==> src/rtl/tlu_dut_rx.sv <==
// DUT-side receiver for the TLU trigger handshake: BUSY/CLOCK generation and LSB-first ID capture.
// Optional feature macro: TLU_DUT_RX_TIMESTAMP_EN adds a free-running counter latched per trigger.
module tlu_dut_rx #(
    parameter int MAX_ID_BITS = 31
) (
    input  logic                   BUS_CLK,
    input  logic                   RST,
    input  logic                   ENABLE,
    input  logic [4:0]             N_BITS_TRIGGER_ID,
    input  logic [7:0]             CLK_DIV,
    input  logic [15:0]            CONF_TIME_OUT,
    input  logic                   HOLD_BUSY,
    input  logic                   TLU_TRIGGER,
    input  logic                   TLU_RESET,
    output logic                   TLU_BUSY,
    output logic                   TLU_CLOCK,
    output logic [MAX_ID_BITS-1:0] TRIGGER_ID,
    output logic                   ID_VALID,
    input  logic                   ID_READY,
    output logic                   TLU_RESET_PULSE,
    output logic [31:0]            TRIG_CNT,
    output logic [7:0]             TIMEOUT_CNT
`ifdef TLU_DUT_RX_TIMESTAMP_EN
    ,
    output logic [31:0]            TIMESTAMP
`endif
);

    localparam logic [2:0] S_IDLE          = 3'd0;
    localparam logic [2:0] S_WAIT_TRIG_LOW = 3'd1;
    localparam logic [2:0] S_SHIFT_HI      = 3'd2;
    localparam logic [2:0] S_SHIFT_LO      = 3'd3;
    localparam logic [2:0] S_DONE          = 3'd4;
    localparam logic [2:0] S_WAIT_ACCEPT   = 3'd5;
    localparam logic [2:0] S_ABORT         = 3'd6;

    localparam logic [4:0] N_MAX   = (MAX_ID_BITS >= 31) ? 5'd31 : 5'(MAX_ID_BITS);
    localparam logic [7:0] DIV_MIN = 8'd4;

    logic [2:0]             state;
    logic [2:0]             state_nxt;
    logic                   trg_meta;
    logic                   trg_s;
    logic                   trg_d;
    logic                   rst_meta;
    logic                   rst_s;
    logic                   rst_d;
    logic                   trg_rise;
    logic                   rst_rise;
    logic [5:0]             n_lat;
    logic [7:0]             div_lat;
    logic [15:0]            tout_lat;
    logic [15:0]            wait_cnt;
    logic [7:0]             phase;
    logic [5:0]             bit_idx;
    logic [MAX_ID_BITS-1:0] shift_reg;
    logic                   accepted;
    logic                   handshake;
    logic                   phase_last;
    logic                   last_bit;
    logic [4:0]             n_clamped;
    logic [7:0]             div_clamped;

    // Two-flop synchronisers plus one history flop each for edge detection.
    always_ff @(posedge BUS_CLK) begin
        if (RST) begin
            trg_meta <= 1'b0;
            trg_s    <= 1'b0;
            trg_d    <= 1'b0;
            rst_meta <= 1'b0;
            rst_s    <= 1'b0;
            rst_d    <= 1'b0;
        end else begin
            // NOTE: non-blocking assignments so every flop samples the pre-edge value of its neighbour.
            trg_meta <= TLU_TRIGGER;
            trg_s    <= trg_meta;
            trg_d    <= trg_s;
            rst_meta <= TLU_RESET;
            rst_s    <= rst_meta;
            rst_d    <= rst_s;
        end
    end

    assign trg_rise    = trg_s & ~trg_d;
    assign rst_rise    = rst_s & ~rst_d;
    assign handshake   = ID_VALID & ID_READY;
    assign phase_last  = (phase == div_lat - 8'd1);
    assign last_bit    = (bit_idx + 6'd1 == n_lat);
    assign n_clamped   = (N_BITS_TRIGGER_ID > N_MAX) ? N_MAX : N_BITS_TRIGGER_ID;
    assign div_clamped = (CLK_DIV < DIV_MIN) ? DIV_MIN : CLK_DIV;

    always_comb begin
        // NOTE: default assignment first keeps this block free of inferred latches.
        state_nxt = state;
        case (state)
            S_IDLE: begin
                if (trg_rise && ENABLE) state_nxt = S_WAIT_TRIG_LOW;
            end
            S_WAIT_TRIG_LOW: begin
                if (!trg_s)                    state_nxt = (n_lat != 6'd0) ? S_SHIFT_HI : S_DONE;
                else if (wait_cnt >= tout_lat) state_nxt = S_ABORT;
            end
            S_SHIFT_HI: begin
                if (phase_last) state_nxt = S_SHIFT_LO;
            end
            S_SHIFT_LO: begin
                if (phase_last) state_nxt = last_bit ? S_DONE : S_SHIFT_HI;
            end
            S_DONE: begin
                state_nxt = S_WAIT_ACCEPT;
            end
            S_WAIT_ACCEPT: begin
                if ((accepted || handshake) && !HOLD_BUSY) state_nxt = S_IDLE;
            end
            S_ABORT: begin
                if (!trg_s) state_nxt = S_IDLE;
            end
            default: begin
                state_nxt = S_IDLE;
            end
        endcase
    end

    // BUSY and CLOCK are registered from the next state so the wires to the master never glitch.
    always_ff @(posedge BUS_CLK) begin
        if (RST) begin
            state     <= S_IDLE;
            TLU_BUSY  <= 1'b0;
            TLU_CLOCK <= 1'b0;
        end else begin
            state     <= state_nxt;
            TLU_BUSY  <= (state_nxt == S_WAIT_TRIG_LOW) || (state_nxt == S_SHIFT_HI) ||
                         (state_nxt == S_SHIFT_LO) || (state_nxt == S_DONE) ||
                         (state_nxt == S_WAIT_ACCEPT);
            TLU_CLOCK <= (state_nxt == S_SHIFT_HI);
        end
    end

    always_ff @(posedge BUS_CLK) begin
        if (RST) begin
            n_lat       <= '0;
            div_lat     <= DIV_MIN;
            tout_lat    <= '0;
            wait_cnt    <= '0;
            phase       <= '0;
            bit_idx     <= '0;
            shift_reg   <= '0;
            accepted    <= 1'b0;
            TRIGGER_ID  <= '0;
            ID_VALID    <= 1'b0;
            TIMEOUT_CNT <= '0;
        end else begin
            case (state)
                S_IDLE: begin
                    if (state_nxt == S_WAIT_TRIG_LOW) begin
                        n_lat     <= {1'b0, n_clamped};
                        div_lat   <= div_clamped;
                        tout_lat  <= CONF_TIME_OUT;
                        wait_cnt  <= '0;
                        phase     <= '0;
                        bit_idx   <= '0;
                        shift_reg <= '0;
                        accepted  <= 1'b0;
                    end
                end
                S_WAIT_TRIG_LOW: begin
                    wait_cnt <= wait_cnt + 16'd1;
                    if (state_nxt == S_ABORT && TIMEOUT_CNT != 8'hFF)
                        TIMEOUT_CNT <= TIMEOUT_CNT + 8'd1;
                end
                S_SHIFT_HI: begin
                    if (phase_last) begin
                        phase <= '0;
                        for (int i = 0; i < MAX_ID_BITS; i++) begin
                            if (bit_idx == 6'(i)) shift_reg[i] <= trg_s;
                        end
                    end else begin
                        phase <= phase + 8'd1;
                    end
                end
                S_SHIFT_LO: begin
                    if (phase_last) begin
                        phase   <= '0;
                        bit_idx <= bit_idx + 6'd1;
                    end else begin
                        phase <= phase + 8'd1;
                    end
                end
                S_DONE: begin
                    TRIGGER_ID <= shift_reg;
                    ID_VALID   <= 1'b1;
                end
                S_WAIT_ACCEPT: begin
                    if (handshake) begin
                        ID_VALID <= 1'b0;
                        accepted <= 1'b1;
                    end
                end
                default: begin
                end
            endcase
        end
    end

    // A master reset edge clears the handshake count even when it lands on the DONE cycle.
    always_ff @(posedge BUS_CLK) begin
        if (RST) begin
            TRIG_CNT        <= '0;
            TLU_RESET_PULSE <= 1'b0;
        end else begin
            TLU_RESET_PULSE <= rst_rise;
            if (rst_rise)             TRIG_CNT <= '0;
            else if (state == S_DONE) TRIG_CNT <= TRIG_CNT + 32'd1;
        end
    end

`ifdef TLU_DUT_RX_TIMESTAMP_EN
    logic [31:0] ts_cnt;
    logic [31:0] ts_lat;

    always_ff @(posedge BUS_CLK) begin
        if (RST) begin
            ts_cnt    <= '0;
            ts_lat    <= '0;
            TIMESTAMP <= '0;
        end else begin
            ts_cnt <= ts_cnt + 32'd1;
            if (state == S_IDLE && state_nxt == S_WAIT_TRIG_LOW) ts_lat <= ts_cnt;
            if (state == S_DONE) TIMESTAMP <= ts_lat;
        end
    end
`endif

endmodule

==> config.mk <==
export PLATFORM = sky130hd
export DESIGN_NAME = tlu_dut_rx
export DESIGN_NICKNAME = d
export VERILOG_FILES = /design/src/rtl/tlu_dut_rx.sv
export SDC_FILE = /design/constraint.sdc
export NUM_CORES = 1
export LEC_CHECK = 0
export ABC_AREA = 1
export CAP_MARGIN = 20
export CORE_ASPECT_RATIO = 1.2
export CORE_UTILIZATION = 40
export CTS_CLUSTER_DIAMETER = 60
export CTS_CLUSTER_SIZE = 14
export DETAILED_ROUTE_END_ITERATION = 6
export RECOVER_POWER = 50
export SLEW_MARGIN = 25
export SYNTH_ARGS = -nofsm -noshare
export SYNTH_HDL_FRONTEND = slang
export SYNTH_SLANG_ARGS = --single-unit
==> constraint.sdc <==
create_clock -name BUS_CLK -period 3.81 [get_ports BUS_CLK]
set_clock_uncertainty 0.1 [all_clocks]
set_input_delay 0.762 -clock BUS_CLK [delete_from_list [all_inputs] [get_ports BUS_CLK]]
set_output_delay 0.762 -clock BUS_CLK [all_outputs]
set_load 0.05 [all_outputs]
==> impl_metrics.json <==
{
  "finalWirelength_mm": 20.3,
  "drive_gt1_share_pct": 7.63,
  "n_fill_cell": 2227,
  "ys_types": 43,
  "synthesis.nets": 1333,
  "drt_iter0_markers": 458,
  "first_global_vias": 7339,
  "cts.sinks": 175,
  "rsz0062_at_grt": "no",
  "cp_max_fo": 39,
  "yosysSeqAreaShare_pct": 39.1,
  "pwr-share-seq_pct": 44.3,
  "multi_input_area_sq_um": 4520,
  "yosysWarningCount": 0,
  "critPathSlowestCell": "nand2_2",
  "yosysMostFrequentCell": "nand2_1",
  "swShare_pct": 28.9,
  "final_nets": 1415,
  "timing.final.crit_share_pct": 79.7,
  "ctsHtreeMaxLevel": 4,
  "root_buffer": "clkbuf_16",
  "antenna_cells": 0,
  "largest_reg_flops": 32,
  "crit_type": "flop to flop",
  "die_x_microns": 139,
  "synthCells": 1272,
  "comb_power_share_pct": 18.8,
  "clkPwrFrac_pct": 36.9,
  "synthArstFlopShare_pct": 0,
  "path_clk_slew_ns": 0.07,
  "hold_viol_final": 0,
  "fmax_mhz": 329,
  "critPathMaxStageDelay_ns": 0.46,
  "vias": 7982,
  "setup-tns-final_ns": 0,
  "crit_chain": "inv_1 -> ha_1 -> nand2_1 -> inv_1 -> nor2_1 -> nand3_1 -> nor2_1 -> nand3_1 -> nor2_1 -> inv_2 -> nand2_2 -> buf_12 -> nand4_1 -> nand2_1 -> nor2_1",
  "cts_tree": "yes",
  "fp-row-count": 59,
  "setup_viol": 0,
  "p_leak_nw": 4.28,
  "synth-seq-cells": 175,
  "initial_core_util_pct": 41.0,
  "dieArea_sq_um": 23000,
  "vdd_drop_max_uv": 326,
  "synth_top_area_share_pct": 39.1,
  "fp.coreArea_sq_um": 21900,
  "synth_area_leader_cell": "dfxtp_1",
  "cts_buffer_depth": 2,
  "grt_first_pass_wirelength_mm": 35.1,
  "cts_setup_buffers": 0,
  "synthTopCellsByCount": "nand2_1, dfxtp_1, inv_1",
  "io_buffers": 110,
  "cts-resized-gates": 0,
  "finalMaxSlewViolations": 43,
  "finalPower_mw": 4.53,
  "grt_max_degree": 65,
  "min_period_ns": 3.04,
  "antenna_left": 0,
  "whs_ns": 0.311,
  "power_switching_mw": 1.31,
  "synth_ff_type": "dfxtp_1",
  "num_io_pins": 111,
  "crit_top_cell": "nor2_1",
  "fp.dieH_microns": 166,
  "viasPerCell": 4.88,
  "cts_hold_buf": 0,
  "synthTopCellsByArea": "dfxtp_1, nand2_1, inv_1",
  "antenna_found_initial": 0,
  "maxSlewHeadroom_pct": -39.6,
  "grt_overflow": 0,
  "grt_usage_pct": 18.4,
  "avgSynthCellArea_sq_um": 7.05,
  "failed_checks": "design-rule violations, max-capacitance violations, max-slew violations",
  "hold_path_class": "flop to flop",
  "numCtsBuffers": 17,
  "p_int_mw": 3.22,
  "drv_cap": 1,
  "gp_congestion": 0.855,
  "critPathArrivalTime_ns": 3.25,
  "synth-edff-count": 0,
  "start_kind": "flop",
  "areaGrowthSynthToFinish_pct": 20.0,
  "dp_hpwl_mm": 14.4,
  "drc": 6,
  "seq_area_sq_um": 3500,
  "status": "finished, violations left",
  "p_per_area_nw_per_um2": 421,
  "worst_slew_pin_slew_ns": 2.09,
  "synthesis.area_sq_um": 8970,
  "cp.required_ns": 4.03,
  "clk_latency_ns": 0.42,
  "wl_per_cell_microns": 12.4,
  "critPathCaptureType": "flop",
  "dr.pass1.iters": 7
}
==> cell usage in the layout, fill, tap and decap left out, drive strengths merged <==
master	netlist	final
a221oi	1	1
dlygate4sd3	0	12
a21oi	108	108
xnor2	4	4
nor2	159	159
clkinv	0	2
clkinvlp	0	2
o21ai	117	117
nor3	19	19
ha	25	25
a31oi	5	5
o21a	3	3
a211oi	6	6
nor3b	1	1
or2	7	7
nand4	47	47
nand3b	7	7
xor2	16	16
dfxtp	175	175
buf	15	7
o21bai	4	4
o221a	1	1
clkdlybuf4s50	0	98
clkbuf	42	25
nor4	4	4
or3	1	1
nand2	240	240
a31o	1	1
o211ai	2	2
nand3	83	83
o211a	1	1
bufinv	0	2
inv	178	178
==> cells by family after synthesis <==
kind of cell	share of synthesized area, %
AOI/OAI and AO/OA	14.6
adders and majority gates	3.49
buffers and inverters	10.5
DFF	39.1
and+or+nand+nor	30.3
xor gates and xnor gates	2.04
==> power by group through the flow <==
| stage | Combinational [mW] | Sequential (mW) | Clock (mW) |
|---|---|---|---|
| floorplan | 0.606 | 2.11 | 0 |
| global placement | 0.847 | 2.04 | 0 |
| detailed placement | 0.863 | 2.05 | 0 |
| CTS | 0.868 | 2.01 | 1.72 |
| global route | 0.982 | 2.02 | 1.78 |
| finish | 0.852 | 2.01 | 1.67 |
==> routing by layer <==
layer	vias to the layer above	share of wire [%]	GRT usage [%]
met2	125	48	31.7
met1	3551	48	23.5
met4	0	1.2	5.27
met3	12	2.9	3.34
li1	4294	-	-
met5	-	0	0
==> critical path: cells and delay by family (launching register included) <==
| kind | cells | cell delay [ns] |
|---|---|---|
| adders and majority gates | 1 | 0.33 |
| DFF | 1 | 0.37 |
| buffers and inverters | 4 | 0.57 |
| and+or+nand+nor | 10 | 1.54 |
==> final timing paths <==
| path | slack (ns) | cells past startpoint | startpoint | end |
|---|---|---|---|---|
| setup / recovery | 0.77 | 15 | div_lat[0] | shift_reg[22] |
| hold / removal | 0.31 | 2 | rst_meta | rst_s |
| setup reg to reg | 0.77 | 15 | div_lat[0] | shift_reg[22] |
| hold reg to reg | 0.31 | 2 | rst_meta | rst_s |
==> per-stage QoR <==
step	setup WS (ns)	std cells	area [sq um]	util, %
final	0.774	1637	10800	49.2
after CTS	0.961	1637	10800	49.3
after global routing	0.442	1637	10800	49.2
after global placement	0.888	1609	10200	46.8
after detailed placement	0.839	1609	10200	46.8
after floorplan	1.34	1272	8970	-
==> area by class of cell <==
type	instances	area share, %
multi-input combinational	862	42.0
sequential	175	32.6
timing repair buffer	120	11.0
inverter	178	6.21
clock buffer	22	4.22
tap	274	3.19
clock inverter	6	0.826
Power figures use the tool's default switching activity.
